**src/rtl/demux_32x8_if.sv**
```systemverilog
// Word-in / byte-out bus of the 32-to-8 serializer.
// The master drives words in; the slave (the serializer) drives bytes out.
interface demux_32x8_if;
  logic [31:0] data_in_32x8;
  logic        valid_in_32x8;
  logic        ready_in_32x8;
  logic [7:0]  data_out_32x8;
  logic        valid_out_32x8;
  logic        overflow;

  modport master (
    output data_in_32x8,
    output valid_in_32x8,
    input  ready_in_32x8,
    input  data_out_32x8,
    input  valid_out_32x8,
    input  overflow
  );

  modport slave (
    input  data_in_32x8,
    input  valid_in_32x8,
    output ready_in_32x8,
    output data_out_32x8,
    output valid_out_32x8,
    output overflow
  );
endinterface

```
**src/rtl/demux_32x8.sv**
```systemverilog
// Word-to-byte serializer: 32-bit words enter a small FIFO through valid/ready
// and leave as 4 back-to-back registered bytes on the clk_4f domain.
module demux_32x8 #(
  parameter int MSB_FIRST = 1,
  parameter int DEPTH     = 2
) (
  input  logic         clk_4f,
  input  logic         reset,
  demux_32x8_if.slave  bus
);
  localparam int AW = $clog2(DEPTH);
  localparam int CW = AW + 1;
  localparam logic [CW-1:0] FULL_COUNT = CW'(DEPTH);

  typedef enum logic {
    IDLE = 1'b0,
    SEND = 1'b1
  } state_t;

  logic [31:0]   r_mem [DEPTH];
  logic [AW-1:0] r_wr_ptr;
  logic [AW-1:0] r_rd_ptr;
  logic [CW-1:0] r_count;
  logic          r_overflow;

  state_t        r_state;
  logic [1:0]    r_cnt;
  logic [31:0]   r_word;
  logic [7:0]    r_data_out;
  logic          r_valid_out;

  logic          w_empty;
  logic          w_full;
  logic          w_ready;
  logic          w_push;
  logic          w_pop;
  logic [31:0]   w_head;

  // Byte k of a word in transmit order.
  function automatic logic [7:0] sel_byte(input logic [31:0] word, input logic [1:0] k);
    logic [1:0] idx;
    idx = (MSB_FIRST != 0) ? ~k : k;
    return word[{idx, 3'b000} +: 8];
  endfunction

  assign w_empty = (r_count == '0);
  assign w_full  = (r_count == FULL_COUNT);
  assign w_ready = !reset && !w_full;
  assign w_push  = bus.valid_in_32x8 && w_ready;
  // Refill while the last byte of the current word is on the wire, so words chain with no bubble.
  assign w_pop   = !w_empty && ((r_state == IDLE) || (r_state == SEND && r_cnt == 2'd3));
  assign w_head  = r_mem[r_rd_ptr];

  // NOTE: the word storage has no reset; pointers and count alone decide which entries are live.
  always_ff @(posedge clk_4f) begin
    if (w_push) r_mem[r_wr_ptr] <= bus.data_in_32x8;
  end

  // NOTE: sequential state uses <= so every register here sees the pre-edge values of the others.
  always_ff @(posedge clk_4f or posedge reset) begin
    if (reset) begin
      r_wr_ptr   <= '0;
      r_rd_ptr   <= '0;
      r_count    <= '0;
      r_overflow <= 1'b0;
    end else begin
      if (w_push) r_wr_ptr <= r_wr_ptr + 1'b1;
      if (w_pop)  r_rd_ptr <= r_rd_ptr + 1'b1;
      case ({w_push, w_pop})
        2'b10:   r_count <= r_count + 1'b1;
        2'b01:   r_count <= r_count - 1'b1;
        default: r_count <= r_count;
      endcase
      if (bus.valid_in_32x8 && !w_ready) r_overflow <= 1'b1;
    end
  end

  always_ff @(posedge clk_4f or posedge reset) begin
    if (reset) begin
      r_state     <= IDLE;
      r_cnt       <= '0;
      r_word      <= '0;
      r_data_out  <= '0;
      r_valid_out <= 1'b0;
    end else begin
      case (r_state)
        IDLE: begin
          if (w_pop) begin
            r_word      <= w_head;
            r_data_out  <= sel_byte(w_head, 2'd0);
            r_valid_out <= 1'b1;
            r_cnt       <= 2'd1;
            r_state     <= SEND;
          end else begin
            r_data_out  <= '0;
            r_valid_out <= 1'b0;
            r_cnt       <= '0;
          end
        end
        SEND: begin
          r_data_out  <= sel_byte(r_word, r_cnt);
          r_valid_out <= 1'b1;
          r_cnt       <= r_cnt + 2'd1;
          if (r_cnt == 2'd3) begin
            if (w_pop) r_word  <= w_head;
            else       r_state <= IDLE;
          end
        end
        default: r_state <= IDLE;
      endcase
    end
  end

  assign bus.ready_in_32x8  = w_ready;
  assign bus.data_out_32x8  = r_data_out;
  assign bus.valid_out_32x8 = r_valid_out;
  assign bus.overflow       = r_overflow;
endmodule

```
**src/flat_wrapper.sv**
```systemverilog
// flat-port wrapper written by rule: the top's interface ports become plain ports
module demux_32x8_flat 
#(
  parameter int MSB_FIRST = 1,
  parameter int DEPTH     = 2
)
  (clk_4f, reset, bus_data_in_32x8, bus_valid_in_32x8, bus_ready_in_32x8, bus_data_out_32x8, bus_valid_out_32x8, bus_overflow);
  demux_32x8_if bus_i ();
  input  logic clk_4f;
  input  logic reset;
  input wire logic [$bits(bus_i.data_in_32x8)-1:0] bus_data_in_32x8;
  input wire logic [$bits(bus_i.valid_in_32x8)-1:0] bus_valid_in_32x8;
  output wire logic [$bits(bus_i.ready_in_32x8)-1:0] bus_ready_in_32x8;
  output wire logic [$bits(bus_i.data_out_32x8)-1:0] bus_data_out_32x8;
  output wire logic [$bits(bus_i.valid_out_32x8)-1:0] bus_valid_out_32x8;
  output wire logic [$bits(bus_i.overflow)-1:0] bus_overflow;
  assign bus_i.data_in_32x8 = bus_data_in_32x8;
  assign bus_i.valid_in_32x8 = bus_valid_in_32x8;
  assign bus_ready_in_32x8 = bus_i.ready_in_32x8;
  assign bus_data_out_32x8 = bus_i.data_out_32x8;
  assign bus_valid_out_32x8 = bus_i.valid_out_32x8;
  assign bus_overflow = bus_i.overflow;
  demux_32x8 #(.MSB_FIRST(MSB_FIRST), .DEPTH(DEPTH)) u_core (.clk_4f(clk_4f), .reset(reset), .bus(bus_i));
endmodule
```
**config.mk**
```make
export PLATFORM = sky130hd
export DESIGN_NAME = demux_32x8_flat
export DESIGN_NICKNAME = d
export VERILOG_FILES = /design/src/rtl/demux_32x8_if.sv /design/src/rtl/demux_32x8.sv /design/src/flat_wrapper.sv
export SDC_FILE = /design/constraint.sdc
export NUM_CORES = 1
export LEC_CHECK = 0
export BUFFER_PORTS_ARGS = -buffer_cell sky130_fd_sc_hd__buf_2
export CAP_MARGIN = 20
export CORE_MARGIN = 2
export CORE_UTILIZATION = 58
export CTS_CLUSTER_DIAMETER = 150
export CTS_CLUSTER_SIZE = 28
export DETAILED_ROUTE_END_ITERATION = 10
export PLACE_DENSITY = 0.86
export SYNTH_ARGS = -nofsm -noshare
export SYNTH_HDL_FRONTEND = slang
export SYNTH_SLANG_ARGS = --single-unit
```
**constraint.sdc**
```tcl
create_clock -name clk_4f -period 6.35 [get_ports clk_4f]
set_input_delay 0.3175 -clock clk_4f [delete_from_list [all_inputs] [get_ports clk_4f]]
set_output_delay 0.3175 -clock clk_4f [all_outputs]
set_load 0.03 [all_outputs]
```
==> out/results.ini, run 1 <==
[die]
die_w_um = 92
initial_utilization = 0.590
rows = 32
die_y_um = 92
die-area_um2 = 8460
coreArea_um2 = 7610
ios = 46

[logic_synthesis]
synth_xor_area_frac = 0.00975
ys_types = 32
synth_area_leaders = edfxtp_1 (43%), dfrtp_1 (27%), mux2_2 (8.8%), mux2_4 (6.0%), mux2i_1 (2.9%)
postSynthCellCount = 254
synth_top_family_by_area = multiplexers
synth_mux_area_frac = 0.192
yosysSeqAreaShare = 0.701
synth_top_cell_area_share = 0.428
synth-simple-area-share = 0.0256
synth_area_leader_cell = edfxtp_1
syn_area_um2 = 4490
synth_seq_cells = 113
synth-compound-area-share = 0.0437
avgSynthCellArea_um2 = 17.7
syn-num-nets = 291
synthAdderAreaFrac = 0.00557
yosysWarnings = 0

[cts]
cts_buffers = 17
cts-root-buf = clkbuf_8
ctsLongestPathBuffers = 2
cts_resized = 0
cts_tree = built
cts_max_level = 4
clk_pin_slew_worst_paths_ns = 0.05
clkLatencyLatePin_ns = 0.50
cts.sinks = 113

[power]
leakage_nw = 2.28
power_density_nw_per_um2 = 524
vdd_drop_max_uv = 278

[hold_path]
hp-start = bus_data_in_32x8[3]
min_path_type = input pin to register

[route]
first_pass_iters = 4
drc = 0
drtAntennaViolNets = 0
drt_iter0_drc = 197
drt_wl_total_um = 8240
drt-wirelength-per-cell_um = 18.2
vias = 2478
viasPerCell = 5.47

[setup_path]
reg2reg_from = u_core.r_cnt[0]
crit_top_cell = ha_1
crit_buf_inv = 0
crit_path_start_kind = register
max_stage_delay_ns = 0.81
path_cells = ha_1, and2b_1, nor2_8, ha_1, nor2_1, xnor2_1
endpoint_kind = register
worstSetupStartpoint = u_core.r_cnt[0]
critical_path.top_delay_family = simple AND/OR/NAND/NOR gates
cpMaxStageDelayCell = dfrtp_1
required_ns = 6.77
cp_data_arrival_time_ns = 3.18
crit_fanout = 26
critPathKind = register to register

[final_layout]
final_util = 0.746
drive_gt1_frac = 0.393
final_nets = 375
antennaDiodeCount = 0
area_growth_pct = 26.4

[outcome]
status = finished clean

[timing]
timing.fmax_mhz = 363
relSlewSlack = 0.361
worst_pin_slew_ns = 0.957
period_share = 0.434
hold_viol_final = 0
grt_setup_unrepaired = false
skew_ns = 0.00466
slew_viol_final = 0
final.setup.tns_ns = 0
period_needed_ns = 2.76
setup_viol_count_final = 0

[placed_design]
gp_congestion = 0.764
dp_hpwl_um = 4820
port_buffers = 45

[global_routing]
track_usage = 0.218
grt_remaining_overflow = 0
antenna_found_initial = 0
grt_max_degree = 52
grt_pass1_wl_um = 13500
grt_pass1_vias = 2672

[flow_run]
maxCapViolations = 0

==> flip-flops by register name, indices dropped and copies added, names as in the netlist <==
register                   cells
u_core.r_state                 1
u_core.r_rd_ptr                1
u_core.r_wr_ptr                1
u_core.bus.data_out_32x8       8
u_core.r_word                 32
u_core.r_mem                  64
u_core.bus.overflow            1
u_core.r_count                 2
u_core.bus.valid_out_32x8      1
u_core.r_cnt                   2
==> report_power, final <==
group	leakage [nW]	switching (mW)	total, mW	internal [mW]
sequential	1.16	0.163	1.16	1.00
combinational	0.841	0.441	0.922	0.481
clock	0.280	0.301	0.890	0.589
==> worst register-to-register path: stages, from the launching register on <==
cell and delay [ns]:
dfrtp_1 0.81, ha_1 0.25, and2b_1 0.40, nor2_8 0.58
ha_1 0.37, nor2_1 0.14, xnor2_1 0.12
==> stage by stage <==
stage          instance area [um^2]  worst slack (ns)  hold WS, ns  std cells  total power [mW]
2_1_floorplan                  4490              2.75        0.416        254              1.89
5_1_grt                        5680              3.37      0.00743        453              3.12
4_1_cts                        5650              3.57      0.00336        451              2.99
3_3_place_gp                   4780              3.42        0.464        389              2.02
6_report                       5680              3.59       0.0177        453              2.97
3_5_place_dp                   4780              3.27        0.463        389              2.06
==> per-layer routing <==
metal | up-vias | GRT usage | share of wire | wire, um
met1 | 1237 | 0.256 | 0.40 | 3320
li1 | 1142 | - | - | -
met2 | 81 | 0.372 | 0.53 | 4380
met3 | 18 | 0.0575 | 0.048 | 394
met5 | - | 0 | 0 | 0
met4 | 0 | 0.108 | 0.018 | 148
==> layout by cell type, fill, tap and decap left out, drive strengths merged, types with 2 or more instances in the layout <==
| cell type | count |
|---|---|
| buf | 49 |
| bufinv | 3 |
| clkbuf | 19 |
| clkinv | 9 |
| dfrtp | 49 |
| dlygate4sd3 | 31 |
| edfxtp | 64 |
| ha | 2 |
| inv | 3 |
| mux2 | 53 |
| mux2i | 13 |
| mux4 | 3 |
| nand2 | 3 |
| nand2b | 2 |
| nand3 | 5 |
| nor2 | 4 |
| o21ai | 8 |
| o221ai | 5 |
| o31ai | 11 |
| xnor2 | 4 |
==> path summary, 6_finish.rpt <==
path / to / slack [ns] / cells past startpoint
min in group asynchronous: u_core.r_word[6] / 0.38 / 3
max in group asynchronous: u_core.r_word[25] / 5.45 / 4
worst max-delay path: u_core.r_count[1] / 3.59 / 6
worst min-delay path: u_core.r_mem[0][3] / 0.02 / 1
worst min register to register: u_core.bus.overflow / 0.47 / 1
worst max register to register: u_core.r_count[1] / 3.59 / 6
==> repair_timing <==
action,in CTS,in global routing
hold buffers,30,1
endpoints found under the hold margin,60,19
buffers inserted,0,0
==> synth_stat cells (all sizes together) <==
cell type	count
and2	1
and3	1
edfxtp	64
buf	11
and2b	1
o21bai	1
o211ai	1
or3	1
mux2	53
nand3	5
nor2	4
o31ai	11
inv	3
or2	1
nand2	3
ha	2
a21boi	1
mux4	3
xnor2	4
dfrtp	49
xor2	1
nand2b	2
clkbuf	4
o221ai	5
mux2i	13
o21a	1
o21ai	8
==> cell families (layout without fill, tap and decap cells) <==
family	count (synthesis)	in the layout
AOI/OAI and AO/OA	28	28
xor gates and xnor gates	5	5
adders and majority gates	2	2
buffers and inverters	18	115
DFF	113	113
muxes	69	69
and+or+nand+nor	19	19
==> cell type report <==
type	count	area, um^2
Clock buffer	19	422
Sequential cell	113	3150
Multi-Input combinational cell	123	1240
Timing Repair Buffer	80	578
Tap cell	102	128
Fill cell	453	1930
Clock inverter	13	144
Inverter	3	11.3
No activity file was read; power rests on OpenSTA's default activity.
==> run 2: changes to the inputs <==
==> constraint.sdc (replaced) <==
create_clock -name clk_4f -period 2.9 [get_ports clk_4f]
set_input_delay 0.145 -clock clk_4f [delete_from_list [all_inputs] [get_ports clk_4f]]
set_output_delay 0.145 -clock clk_4f [all_outputs]
set_load 0.03 [all_outputs]
==> out/results.ini, run 2 (synthesis gave the netlist of run 1 again) <==
[power]
leakage_nw = 2.32
switchingPower_mw = 2.03
swShare = 0.302
vdd_drop_max_uv = 647
pwr-share-seq = 0.366
pwr-share-clk = 0.311
combinationalPowerShare = 0.323
p_total_mw = 6.73
power_density_nw_per_um2 = 1160
internal_power_mw = 4.69

[setup_path]
r2r_cells = 5
cpMaxStageDelayCell = dfrtp_1
required_ns = 3.30
crit_fanout = 18
cp_data_arrival_time_ns = 2.70
crit_path_start_kind = register
worstSetupStartpoint = u_core.r_cnt[1]
endpoint_kind = register
r2r_slack_ns = 0.59
max_stage_delay_ns = 0.52
crit_buf_inv = 1
worstReg2RegEnd = u_core.r_word[18]
critPathKind = register to register
reg2reg_from = u_core.r_cnt[1]
critical_path.top_delay_family = simple AND/OR/NAND/NOR gates
path_cells = ha_1, and2b_1, nor2_8, buf_4, mux2_2

[final_layout]
layout_common_cells = edfxtp_1 (64), dfrtp_1 (49), buf_2 (45), mux2_2 (35), dlygate4sd3_1 (34)
final_nets = 383
max_flop_register = u_core.r_mem
final_common_cell = edfxtp_1
antennaDiodeCount = 0
largest_register_ffs = 64
area_growth_pct = 28.7
fillers = 441
drive_gt1_frac = 0.401

[route]
viasPerCell = 5.41
drt_iter0_drc = 233
drc = 0
drtAntennaViolNets = 0
drt-wirelength-per-cell_um = 19.0
drt_wl_total_um = 8740
first_pass_iters = 4
vias = 2493

[placed_design]
dp_hpwl_um = 5020
gp_congestion = 0.813
port_buffers = 45

[timing]
period_share = 0.796
slew_viol_final = 0
worst_pin_slew_ns = 0.775
hold_viol_final = 0
grt_setup_unrepaired = false
holdWs_ns = 0.353
setup_viol_count_final = 0
final.setup.tns_ns = 0
skew_ns = 0.00711
relSlewSlack = 0.484
period_needed_ns = 2.31
timing.fmax_mhz = 433

[cts]
cts-root-buf = clkbuf_8
cts_tree = built
clkLatencyLatePin_ns = 0.52
clk_pin_slew_worst_paths_ns = 0.06
cts_setup_buffers = 0
ctsLongestPathBuffers = 2
cts.sinks = 113
cts_buffers = 17
cts_max_level = 4

[flow_run]
maxCapViolations = 0

[global_routing]
antenna_found_initial = 0
grt_max_degree = 51
grt_pass1_vias = 2749
grt_remaining_overflow = 0
grt_pass1_wl_um = 14300
track_usage = 0.233

[die]
die_y_um = 92
rows = 32
coreArea_um2 = 7610
die_w_um = 92
initial_utilization = 0.590
die-area_um2 = 8460
ios = 46

[hold_path]
min_to = u_core.r_mem[0][9]
hp-start = bus_data_in_32x8[9]
whs_path_depth = 2
min_path_type = input pin to register

[outcome]
status = finished clean

[run 2: worst max path at each step]
stage / end / slack [ns] / cells after the start
final: u_core.r_word[18] / 0.59 / 5
after global routing: u_core.r_word[20] / 0.43 / 5
after CTS: u_core.r_word[18] / 0.59 / 5
after detailed placement: u_core.r_word[18] / 0.64 / 5
after global placement: u_core.r_word[18] / 0.71 / 5
after floorplan: u_core.r_mem[1][0] / 0.50 / 3
[run 2: final cells by class]
class	instances	area, um^2	share of cell area
sequential	113	3150	0.545
multi-input combinational	123	1240	0.215
timing repair buffer	88	646	0.112
clock buffer	20	435	0.0753
clock inverter	12	164	0.0284
tap	102	128	0.0221
inverter	3	15.0	0.00260
[run 2: through the flow]
stage                     utilization  cells  cell area (um^2)  setup slack (ns)
final                           0.760    461              5780             0.592
after detailed placement        0.636    395              4840             0.641
after global placement          0.636    395              4840             0.710
after floorplan                     -    254              4500             0.500
after global routing            0.760    461              5780             0.425
after CTS                       0.760    461              5780             0.585
[run 2: timing repair]
action	4_1_cts	5_1_grt
hold buffers	34	0
endpoints found under the hold margin	114	0
resized for setup	0	0
[run 2: power by group through the flow]
stage / Clock (mW) / Sequential (mW) / Combinational (mW)
6_report: 2.09 / 2.46 / 2.17
5_1_grt: 2.19 / 2.51 / 2.35
2_1_floorplan: 0 / 2.47 / 1.67
3_5_place_dp: 0 / 2.46 / 2.09
3_3_place_gp: 0 / 2.44 / 2.02
4_1_cts: 2.11 / 2.45 / 2.19
[run 2: routing by layer]
metal  wire [um]  GRT usage  up-vias
met3         378     0.0715       17
met2        4480      0.377       67
met1        3720      0.297     1253
met5           0          0        -
li1            -          -     1156
met4         162     0.0920        0
